File: config.mk
export PLATFORM = sky130hd
export DESIGN_NAME = regfile_wb_arbiter
export DESIGN_NICKNAME = d
export VERILOG_FILES = /design/src/rtl/rv_core_pkg.sv /design/src/rtl/regfile_wb_arbiter_rr_arb2.sv /design/src/rtl/regfile_wb_arbiter.sv
export SDC_FILE = /design/constraint.sdc
export NUM_CORES = 1
export LEC_CHECK = 0
export CAP_MARGIN = 30
export CORE_MARGIN = 2
export CORE_UTILIZATION = 38
export CTS_BUF_LIST = sky130_fd_sc_hd__clkbuf_8
export CTS_CLUSTER_DIAMETER = 80
export DETAILED_ROUTE_END_ITERATION = 6
export GPL_TIMING_DRIVEN = 0
export MAX_ROUTING_LAYER = met4
export PLACE_DENSITY = 0.76
export SYNTH_ARGS = -nofsm -noshare
export SYNTH_HDL_FRONTEND = slang
export SYNTH_SLANG_ARGS = --single-unit
File: constraint.sdc
create_clock -name clock -period 3.34 [get_ports clock]
set_input_delay 0.501 -clock clock [delete_from_list [all_inputs] [get_ports clock]]
set_output_delay 0.501 -clock clock [all_outputs]
set_load 0.005 [all_outputs]
File: src/rtl/rv_core_pkg.sv
// Shared core constants for the writeback path: default register-file
// geometry, requester indices, and a small helper for the round-robin pointer.
package rv_core_pkg;

  localparam int DATA_W_DEFAULT = 32;
  localparam int REG_AW_DEFAULT = 5;

  // Requester 0 is the ALU writeback, requester 1 the load unit
  localparam logic REQ_ALU = 1'b0;
  localparam logic REQ_LSU = 1'b1;

  // The requester that gets priority after idx has been served
  function automatic logic other_req(input logic idx);
    return ~idx;
  endfunction

endpackage

File: src/rtl/regfile_wb_arbiter_rr_arb2.sv
// Two-way round-robin arbiter. A lone requester always wins; on a tie the
// pointer decides, and every grant hands priority to the other requester.
// Grants are forced low while reset is asserted.
module rr_arb2
  import rv_core_pkg::*;
(
  input  logic       clock,
  input  logic       reset,
  input  logic [1:0] valid,
  output logic [1:0] grant,
  output logic       grant_idx,
  output logic       grant_any
);

  logic ptr;

  // Pick the winner from the valids and the priority pointer
  always_comb begin
    grant     = 2'b00;
    grant_idx = REQ_ALU;
    grant_any = 1'b0;
    if (!reset) begin
      if (valid[0] && valid[1]) begin
        grant_idx = ptr;
      end else if (valid[1]) begin
        grant_idx = REQ_LSU;
      end else begin
        grant_idx = REQ_ALU;
      end
      grant_any = valid[0] || valid[1];
      if (grant_any) begin
        grant = (grant_idx == REQ_LSU) ? 2'b10 : 2'b01;
      end
    end
  end

  // Pass priority to the loser after each grant; hold when idle
  always_ff @(posedge clock or posedge reset) begin
    if (reset) begin
      ptr <= REQ_ALU;
    end else if (grant_any) begin
      ptr <= other_req(grant_idx);
    end
  end

endmodule

File: src/rtl/regfile_wb_arbiter.sv
// Writeback arbiter in front of the register file write port. Two writeback
// sources (ALU, load unit) are arbitrated round-robin, the winner is
// registered onto the write port one cycle later, and a per-register busy
// scoreboard tracks destinations with writes still outstanding.
// Optional feature: define WB_BYPASS_EN to add operand forwarding from the
// registered write port, which also hides the busy bit of the register
// being written that cycle.
module regfile_wb_arbiter
  import rv_core_pkg::*;
#(
  parameter int DATA_W = DATA_W_DEFAULT,
  parameter int REG_AW = REG_AW_DEFAULT
) (
  input  logic              clock,
  input  logic              reset,
  input  logic              wb0_valid,
  input  logic [REG_AW-1:0] wb0_rd,
  input  logic [DATA_W-1:0] wb0_data,
  output logic              wb0_ready,
  input  logic              wb1_valid,
  input  logic [REG_AW-1:0] wb1_rd,
  input  logic [DATA_W-1:0] wb1_data,
  output logic              wb1_ready,
  input  logic              issue_valid,
  input  logic [REG_AW-1:0] issue_rd,
  input  logic [REG_AW-1:0] rs1,
  input  logic [REG_AW-1:0] rs2,
  output logic              rs1_busy,
  output logic              rs2_busy,
  output logic              regwrite,
  output logic [REG_AW-1:0] write_reg,
  output logic [DATA_W-1:0] write_data,
  output logic              err_spurious
`ifdef WB_BYPASS_EN
  ,
  output logic              rs1_fwd_valid,
  output logic [DATA_W-1:0] rs1_fwd_data,
  output logic              rs2_fwd_valid,
  output logic [DATA_W-1:0] rs2_fwd_data
`endif
);

  localparam int NREG = 2 ** REG_AW;

  logic [1:0]        grant;
  logic              grant_idx;
  logic              grant_any;
  logic [REG_AW-1:0] sel_rd;
  logic [DATA_W-1:0] sel_data;
  logic [NREG-1:0]   busy_q;
  logic [NREG-1:0]   busy_next;

  rr_arb2 u_arb (
    .clock     (clock),
    .reset     (reset),
    .valid     ({wb1_valid, wb0_valid}),
    .grant     (grant),
    .grant_idx (grant_idx),
    .grant_any (grant_any)
  );

  assign wb0_ready = grant[0];
  assign wb1_ready = grant[1];

  // Route the winning request's destination and data to the output stage
  always_comb begin
    sel_rd   = wb0_rd;
    sel_data = wb0_data;
    if (grant_idx == REQ_LSU) begin
      sel_rd   = wb1_rd;
      sel_data = wb1_data;
    end
  end

  // Register the granted write; rd 0 completes the handshake but writes nothing
  always_ff @(posedge clock or posedge reset) begin
    if (reset) begin
      regwrite   <= 1'b0;
      write_reg  <= '0;
      write_data <= '0;
    end else begin
      regwrite <= grant_any && (sel_rd != '0);
      if (grant_any) begin
        write_reg  <= sel_rd;
        write_data <= sel_data;
      end
    end
  end

  // Scoreboard next state: the write port clears, a new issue sets and wins
  always_comb begin
    busy_next = busy_q;
    if (regwrite) begin
      busy_next[write_reg] = 1'b0;
    end
    if (issue_valid && (issue_rd != '0)) begin
      busy_next[issue_rd] = 1'b1;
    end
    busy_next[0] = 1'b0;
  end

  // Scoreboard state
  always_ff @(posedge clock or posedge reset) begin
    if (reset) begin
      busy_q <= '0;
    end else begin
      busy_q <= busy_next;
    end
  end

  // Sticky flag for a writeback to a register nothing was waiting on
  always_ff @(posedge clock or posedge reset) begin
    if (reset) begin
      err_spurious <= 1'b0;
    end else if (grant_any && (sel_rd != '0) && !busy_q[sel_rd]) begin
      err_spurious <= 1'b1;
    end
  end

`ifdef WB_BYPASS_EN
  logic fwd1;
  logic fwd2;

  assign fwd1          = regwrite && (write_reg == rs1) && (rs1 != '0);
  assign fwd2          = regwrite && (write_reg == rs2) && (rs2 != '0);
  assign rs1_fwd_valid = fwd1;
  assign rs2_fwd_valid = fwd2;
  assign rs1_fwd_data  = write_data;
  assign rs2_fwd_data  = write_data;
  assign rs1_busy      = busy_q[rs1] && (rs1 != '0) && !fwd1;
  assign rs2_busy      = busy_q[rs2] && (rs2 != '0) && !fwd2;
`else
  assign rs1_busy = busy_q[rs1] && (rs1 != '0);
  assign rs2_busy = busy_q[rs2] && (rs2 != '0);
`endif

endmodule

==> run metrics, run 1 <==
status=completed; Num CTS Buffers=9; vias per inst=5.66; Worst EP required=2840 ps; clock-pin slew on the worst setup and hold paths=80 ps; clock sink total=71; Worst-Skew Late Latency=360 ps; Hold Vio Cnt, Final=0; Initial DRC Count=402; H-tree depth=3; CP Class=input port to output port; vias in the first global route=4,118; max reg flops=32; Mean Syn Cell Area=9.42 um2; filler instances=913; Post-DRT Antenna Nets=0; Metal-1 WL=5.44 mm; Area growth syn-to-layout=43.7%; power per cell area=511 nW/um2; Root Buffer=clkbuf_8; Slew headroom=49.5%; Period minus WS final=3270 ps; GPL Wtd Cong=0.924; Residual DRC=0; GRT Resource Usage Total=23.7%; synthesized instance count=427; Netlist cell types=46; Post-synth EDFFs=0; Synth Flop Type=dfrtp_1; post-synth top area cell=dfrtp_1; Min-Delay Path Class=register to register; die area=11,400 um2; Final period util=97.9%; Synth top area share=44.2%; Ys Warns=0; Vias=4,053; initial core utilization=39.1%; final setup vio count=0; die width=107 um; Total Neg Setup Slack=0 ps; diode count=0; maxcap violations=0; wire per inst=18.2 um; RSZ-0062 raised after global routing=no; initial antenna violation count=0; TritonCTS clock tree=yes; CP Launch Type=input port; Hold Buf Count CTS=0; Total Power=2.95 mW; max-slew violations=0; Cell Area, Synth=4020 um2; I/O pins=137; DRT Wirelength=13.0 mm; port bufs=134; Fin Clk Skew=11.1 ps; number of detailed-route iterations in the first pass=5; DP Area=5560 um2; gr ovfl total=0; Row Count=37; Top Metal Used=met4; Post-synth ARST share=100%; placeable core area=10,300 um2; Nets=669; final instance area=5780 um2; CP arrival=2770 ps; DIE HEIGHT=107 um; DP HPWL=9.71 mm; post-CTS setup buffer count=0; fmax=306 MHz; register area=1780 um2; met2 WL=6.43 mm; share of cells above drive strength 1=10.5%; crit path max fanout=5; #FFs+latches synth=71; Area contributors post-synth=dfrtp_1 (44%), o21ai_0 (12%), mux4_2 (10%), nand2_1 (4.9%), a21oi_1 (4.0%); Max clock buf depth=2; syn_nets=521; Max rail drop VDD=0.272 mV; sequential cell area fraction in the yosys report=44.2%; Leakage=2.23 nW; Worst Tran Pin Value=736 ps; first-pass GRT wire length=20.6 mm; area of the multi-input gates=2140 um2; met3 WL=790 um; Crit. End Element=output port; largest net degree at the start of global routing=34
-- metal layers --
layer	vias up	global-route usage [%]
met4	0	7.98
met2	186	38.4
met1	1970	30.3
met3	35	4.38
met5	-	-
li1	1862	-
-- power breakdown --
group          total (mW)  internal [mW]  switching [mW]
clock               0.698          0.346           0.352
combinational       0.962          0.562           0.401
sequential           1.29           1.07           0.222
total                2.95           1.98           0.975
-- path summary, 6_finish.rpt --
| kind | start | endpoint | slack [ps] | cells after the start |
|---|---|---|---|---|
| worst max-delay path | rs1[1] | rs1_busy | 70 | 5 |
| worst min-delay path | write_data[26] | write_data[26] | 480 | 2 |
| worst max register to register | u_arb.ptr | err_spurious | 780 | 8 |
| worst min register to register | write_data[26] | write_data[26] | 480 | 2 |
| max in group asynchronous | reset | busy_q[3] | 2120 | 3 |
| min in group asynchronous | reset | write_data[9] | 640 | 2 |
-- critical path, cell delays in order --
cell and delay [ps]:
clkdlybuf4s50_1 640, mux4_2 360, mux4_2 490, mux2_2 300
clkdlybuf4s50_1 480
-- timing repair --
| action | in CTS | in global routing |
|---|---|---|
| cloned | 1 | 1 |
| endpoints found under the setup margin | 3 | 3 |
| gates resized for setup | 4 | 3 |
| pin swaps | 0 | 0 |
-- cells in the final DEF, fill, tap and decap left out, types with 4 or more instances in the layout --
| master | count |
|---|---|
| clkdlybuf4s50_1 | 132 |
| o21ai_0 | 100 |
| dfrtp_1 | 71 |
| nand2_1 | 53 |
| nor2_1 | 40 |
| a21oi_1 | 32 |
| mux4_2 | 18 |
| mux2i_1 | 16 |
| clkbuf_1 | 13 |
| nand3b_1 | 10 |
| clkbuf_8 | 9 |
| nand3_1 | 6 |
| mux2_2 | 5 |
| nand2b_1 | 5 |
| clkbuf_2 | 4 |
| or3b_2 | 4 |
| a211oi_1 | 4 |
-- logic make-up after synthesis --
family	share of synthesized area, %
mux	16.2
buf+inv	2.55
compound gates	21.3
flops	44.2
simple gates	15.7
-- cell usage after synthesis (2+ instances only) --
cell type and instances:
a2111oi_0 2, a211oi_1 4, a21boi_0 3, a21oi_1 32, a22oi_1 2, and3_1 2
buf_1 3, clkbuf_1 17, dfrtp_1 71, inv_1 4, mux2_2 5, mux2_4 2
mux2i_1 16, mux4_2 18, nand2_1 53, nand2b_1 5, nand3_1 6, nand3b_1 10
nor2_1 40, nor3_1 2, o21ai_0 100, o21ai_1 2, or3_1 2, or3b_2 4
-- stage by stage --
step                      hold slack [ps]  setup WS [ps]  instances  utilization (%)
after floorplan                       473            572        427                -
after global placement                462          -1090        697             53.9
after detailed placement              469           -518        698             54.1
after CTS                             489          -19.3        715             56.1
after global routing                  510           2.96        716             56.2
final                                 483           70.6        716             56.2
-- area by class of cell --
type,instances,share of cell area [%]
plain buffers,21,1.54
clock buffers,9,2.14
clock inverters,7,1.26
inverters,4,0.325
multi-input cells,330,37.1
flip-flops and latches,71,30.7
well taps,136,2.94
repair buffers,136,23.8
repair inverters,2,0.173
Power figures use the tool's default switching activity.
==> inputs of run 2 (changes only) <==
--- a/config.mk
+++ b/config.mk
@@ -5,7 +5,6 @@
 export SDC_FILE = /design/constraint.sdc
 export NUM_CORES = 1
 export LEC_CHECK = 0
-export CAP_MARGIN = 30
 export CORE_MARGIN = 2
 export CORE_UTILIZATION = 38
 export CTS_BUF_LIST = sky130_fd_sc_hd__clkbuf_8
==> run metrics, run 2 (same netlist as run 1, synthesis figures left out) <==
Worst-Skew Late Latency=360 ps (about the same); GPL Wtd Cong=0.924 (unchanged); fmax=305 MHz (-0.39%); register area=1780 um2 (unchanged); filler instances=914 (+0.11%); CP Launch Type=input port; Top Metal Used=met4; initial antenna violation count=0 (unchanged); Non-Filler Instances=715 (-0.14%); Nets=668 (-0.15%); Inst Count DP=698 (unchanged); Hold Vio Cnt, Final=0 (unchanged); Area growth syn-to-layout=43.4%; die area=11,400 um2 (unchanged); crit path max fanout=5 (unchanged); critical-path cell list=clkdlybuf4s50_1 > mux4_2 > mux4_2 > mux2_2 > clkdlybuf4s50_1; Critical Path Slowest Stage Cell=clkdlybuf4s50_1; Reg2Reg Depth=8 (unchanged); DRT Wirelength=13.0 mm (-0.22%); gr ovfl total=0 (unchanged); Post-DRT Antenna Nets=0 (unchanged); WP buf/inv=2 (unchanged); vias per inst=5.65 (-0.18%); diode count=0 (unchanged); most frequent cells in the layout=clkdlybuf4s50_1 (132), o21ai_0 (100), dfrtp_1 (71); largest net degree at the start of global routing=34 (unchanged); Vias=4,040 (-0.32%); post-CTS setup buffer count=0 (unchanged); Max rail drop VDD=0.271 mV (-0.11%); Worst EP required=2840 ps (about the same); Worst path max stage delay=640 ps (about the same); wire per inst=18.2 um (about the same); Residual DRC=0 (unchanged); Worst Tran Pin Value=1080 ps (+346 ps); Final period util=98.3% (+0.38 points); Leakage=2.22 nW (-0.33%); Num CTS Buffers=9 (unchanged); Metal-1 WL=5.45 mm (+0.15%); met3 WL=785 um (-0.63%); Hold Path Depth=2 (unchanged); share of cells above drive strength 1=10.4% (-0.15 points); Period minus WS final=3280 ps (+12.7 ps); most common cell after layout, fill and taps aside=clkdlybuf4s50_1; Total Power=2.95 mW (-0.13%); Critical Path Stages=5 (unchanged); maxcap violations=0 (unchanged); Crit. End Element=output port; placeable core area=10,300 um2 (unchanged); Initial DRC Count=369 (-8.2%); Min-Delay Path Class=register to register; CP Class=input port to output port; max-slew violations=0 (unchanged); met2 WL=6.44 mm (+0.19%); vias in the first global route=4,118 (unchanged); Total Neg Setup Slack=0 ps (unchanged); Row Count=37 (unchanged); H-tree depth=3 (unchanged); I/O pins=137 (unchanged); clock-pin slew on the worst setup and hold paths=80 ps (about the same); CP arrival=2780 ps (about the same); RSZ-0062 raised after global routing=no; die width=107 um (unchanged); TritonCTS clock tree=yes; number of detailed-route iterations in the first pass=5 (unchanged); final setup vio count=0 (unchanged); clock sink total=71 (unchanged); DIE HEIGHT=107 um (unchanged); Root Buffer=clkbuf_8; Max clock buf depth=2 (unchanged); GRT Resource Usage Total=23.7% (unchanged); DP HPWL=9.71 mm (unchanged); first-pass GRT wire length=20.6 mm (unchanged); port bufs=134 (unchanged); CP top delay family=multiplexers; status=completed; Fin Clk Skew=10.9 ps (-0.248 ps); area of the multi-input gates=2140 um2 (unchanged); initial core utilization=39.1% (unchanged); Slew headroom=27.4% (-22 points); power per cell area=511 nW/um2 (+0.13%); max reg flops=32 (unchanged)
run 2: cell count changes in the layout (fill, tap and decap cells not counted), sizes merged:
cell,previous run,this run
buf,6,5
run 2: final timing paths:
path	from	endpoint	slack, ps
max in group asynchronous	reset	busy_q[3]	1750
min in group asynchronous	reset	write_data[9]	650
max reg2reg	u_arb.ptr	err_spurious	770
max	rs1[1]	rs1_busy	60
min	write_data[26]	write_data[26]	490
min reg2reg	write_data[26]	write_data[26]	490
run 2: what timing repair did:
action | 4_1_cts | 5_1_grt
hold buffers | 0 | 0
gates cloned | 1 | 1
gates resized for setup | 4 | 3
endpoints found under the hold margin | 0 | 0
pin swaps | 0 | 0
endpoints found under the setup margin | 3 | 3
run 2: area by class of cell:
type                       instances  share of cell area (%)
buffer                            21                    1.54
clock buffer                       9                    2.15
clock inverter                     7                    1.26
inverter                           4                   0.326
multi-input combinational        330                    37.2
sequential                        71                    30.8
tap                              136                    2.95
timing repair buffer             135                    23.6
timing repair inverter             2                   0.174
run 2: power by group:
group	internal, mW	switching, mW
Combinational	0.560	0.401
Clock	0.346	0.350
Sequential	1.07	0.222
Total	1.98	0.973
run 2: metal layers:
metal,vias to the layer above,GRT usage (%)
met1,1966,30.3
met2,182,38.4
met3,31,4.38
met5,-,-
li1,1861,-
met4,0,7.98
run 2: per-stage QoR:
stage	hold slack [ps]	instance area, um2	setup slack (ps)	utilization (%)
3_5_place_dp	469	5560	-518	54.1
4_1_cts	489	5760	-19.3	56.1
5_1_grt	510	5770	0.675	56.1
3_3_place_gp	462	5540	-1090	53.9
6_report	485	5770	57.9	56.1
2_1_floorplan	473	4030	572	-
run 2: worst min-delay path, delay by kind of cell, from the launching register on:
family          cells  cell delay, ps
flops               1             350
compound gates      1              60
simple gates        1              40
==> inputs of run 3 (changes only) <==
--- a/config.mk
+++ b/config.mk
@@ -5,12 +5,13 @@
 export SDC_FILE = /design/constraint.sdc
 export NUM_CORES = 1
 export LEC_CHECK = 0
+export ABC_AREA = 1
 export CORE_MARGIN = 2
 export CORE_UTILIZATION = 38
 export CTS_BUF_LIST = sky130_fd_sc_hd__clkbuf_8
 export CTS_CLUSTER_DIAMETER = 80
 export DETAILED_ROUTE_END_ITERATION = 6
-export GPL_TIMING_DRIVEN = 0
+export HOLD_SLACK_MARGIN = 0.05
 export MAX_ROUTING_LAYER = met4
 export PLACE_DENSITY = 0.76
 export SYNTH_ARGS = -nofsm -noshare
==> run metrics, run 3 <==
Vias=4,501 (+11%); first-pass GRT wire length=22.2 mm (+7.6%); most common cell in the netlist=o21ai_0; diode count=0 (unchanged); Leakage=2.49 nW (+12%); sequential cell area fraction in the yosys report=43.9% (-0.25 points); Total Neg Setup Slack=0 ps (unchanged); #FFs+latches synth=71 (unchanged); post-CTS setup buffer count=0 (unchanged); vias in the first global route=4,506 (+9.4%); area of the multi-input gates=1960 um2 (-8.5%); Residual DRC=0 (unchanged); Fin Clk Skew=13.1 ps (+2.17 ps); DIE HEIGHT=107 um (+0.27%); TritonCTS clock tree=yes; Worst Tran Pin Value=860 ps (-223 ps); synth cell count leaders=o21ai_0 (150), nand3_1 (78), nand2_1 (77); die area=11,500 um2 (+0.54%); Root Buffer=clkbuf_8; Initial DRC Count=377 (+2.2%); Worst path max stage delay=650 ps (about the same); Max clock buf depth=2 (unchanged); fmax=325 MHz (+6.7%); GRT Resource Usage Total=25.4% (+1.6 points); power per cell area=498 nW/um2 (-2.6%); number of detailed-route iterations in the first pass=5 (unchanged); Netlist cell types=23 (-50%); CP arrival=2570 ps (-210 ps); port bufs=136 (+1.5%); Period minus WS final=3080 ps (-207 ps); DP HPWL=10.4 mm (+7.2%); Area contributors post-synth=dfrtp_1 (44%), o21ai_0 (19%), nand3_1 (9.7%), nand2_1 (7.1%), inv_1 (5.1%); largest net degree at the start of global routing=70 (+110%); Crit path top cell by count=nand3_1; placeable core area=10,300 um2 (+0.45%); I/O pins=137 (unchanged); Crit. End Element=output port; RR Endpoint=err_spurious; status=completed; Mean Syn Cell Area=7.20 um2 (-24%); most common cell after layout, fill and taps aside=o21ai_0; crit path max fanout=9 (+4); Reg2Reg Depth=13 (+5); Num CTS Buffers=9 (unchanged); Post-DRT Antenna Nets=0 (unchanged); Worst-Skew Late Latency=360 ps (about the same); max reg flops=32 (unchanged); Synth Flop Type=dfrtp_1; Nets=788 (+18%); Hold Vio Cnt, Final=0 (unchanged); maxcap violations=0 (unchanged); H-tree depth=3 (unchanged); CP top delay family=buffers and inverters; filler instances=980 (+7.2%); CP Launch Type=input port; synthesized instance count=562 (+32%); Row Count=37 (unchanged); Slew headroom=42.7% (+15 points); GPL Wtd Cong=0.890 (-3.6%); syn_nets=656 (+26%); Post-synth ARST share=100% (unchanged); clock-pin slew on the worst setup and hold paths=70 ps (about the same); Synth top area share=43.9% (-0.25 points); Post-synth EDFFs=0 (unchanged); final setup vio count=0 (unchanged); gr ovfl total=0 (unchanged); WP buf/inv=3 (+1); die width=107 um (+0.27%); Critical Path Slowest Stage Cell=clkdlybuf4s50_1; vias per inst=5.39 (-4.6%); R2R setup slack=1170 ps (+400 ps); RSZ-0062 raised after global routing=no; Hold Buf Count CTS=0 (unchanged); post-synth top area cell=dfrtp_1; Final period util=92.1% (-6.2 points); Max rail drop VDD=0.225 mV (-17%); hold_ws=424 ps (-61.8 ps); Ys Warns=0 (unchanged); register area=1780 um2 (unchanged); critical-path cell list=clkdlybuf4s50_1 > inv_1 > a21oi_1 > o21ai_0 > nand3_1 > nand3_1 > nand3_1 > nor2_1 > a41oi_1 > clkdlybuf4s50_1; initial core utilization=39.2% (+0.043 points); initial antenna violation count=0 (unchanged); Area growth syn-to-layout=41.6%; FF-to-FF Start=u_arb.ptr; post_cts resized=0 (-4); DRT Wirelength=13.7 mm (+5.6%); most frequent cells in the layout=o21ai_0 (150), clkdlybuf4s50_1 (136), nand3_1 (78); CP Class=input port to output port; share of cells above drive strength 1=4.58% (-5.8 points); Worst EP required=2840 ps (about the same); Min-Delay Path Class=input port to asynchronous set/reset pin; wire per inst=16.4 um (-9.6%); clock sink total=71 (unchanged); max-slew violations=0 (unchanged); Cell Area, Synth=4040 um2 (+0.56%)
run 3: cell count changes in the layout (fill, tap and decap cells not counted), sizes merged, moves of 7 or more:
cell / before / now
mux2i: 16 / 0
nand3: 6 / 79
mux4: 18 / 0
nand2: 53 / 80
inv: 4 / 58
clkbuf: 26 / 11
o21ai: 102 / 166
mux2: 7 / 0
run 3: per-layer routing:
metal	global-route usage (%)	wire, um	up-vias
met5	-	0	-
met4	9.37	348	0
met3	5.90	1080	31
met2	40.0	6480	225
met1	31.9	5790	2064
li1	-	-	2181
run 3: area by class of cell:
type | instances | area share [%]
Tap cell | 136 | 2.97
Inverter | 58 | 3.87
Clock buffer | 11 | 2.64
Sequential cell | 71 | 31.0
Timing Repair Buffer | 144 | 24.8
Multi-Input combinational cell | 410 | 34.2
Clock inverter | 5 | 0.437
run 3: kinds of logic (layout without fill, tap and decap cells):
family | after synthesis | in the layout | share of synthesized area [%]
AO/OA/AOI/OAI | 201 | 201 | 25.3
AND/OR/NAND/NOR | 209 | 209 | 23.1
buffers and inverters | 81 | 218 | 7.67
flip-flops | 71 | 71 | 43.9
run 3: power breakdown:
part	internal, mW	total (mW)	switching, mW
Clock	0.302	0.617	0.315
Combinational	0.437	0.957	0.520
Sequential	1.07	1.28	0.208
Total	1.81	2.85	1.04
run 3: worst register-to-register path: cells and delay by family, from the launching register on:
family                 cells  cell delay [ps]
AND/OR/NAND/NOR           12             1710
buffers and inverters      1               50
flip-flops                 1              330
run 3: stage by stage:
stage                     utilization [%]  std cells  instance area, um2  power (mW)  worst slack [ps]
after floorplan                         -        562                4050        1.70               253
after global placement               53.8        819                5550        2.21               350
after detailed placement             53.8        819                5550        2.23               311
after CTS                            55.5        835                5730        2.85               299
after global routing                 55.5        835                5730        3.03               112
final                                55.5        835                5730        2.85               265
run 3: worst max path at each step:
stage,slack [ps],cells past startpoint,to,startpoint
6_report,260,10,rs2_busy,rs2[1]
5_1_grt,110,10,rs2_busy,rs2[1]
4_1_cts,300,10,rs2_busy,rs2[1]
3_5_place_dp,310,10,rs2_busy,rs2[1]
3_3_place_gp,350,10,rs2_busy,rs2[1]
2_1_floorplan,250,6,wb0_ready,reset
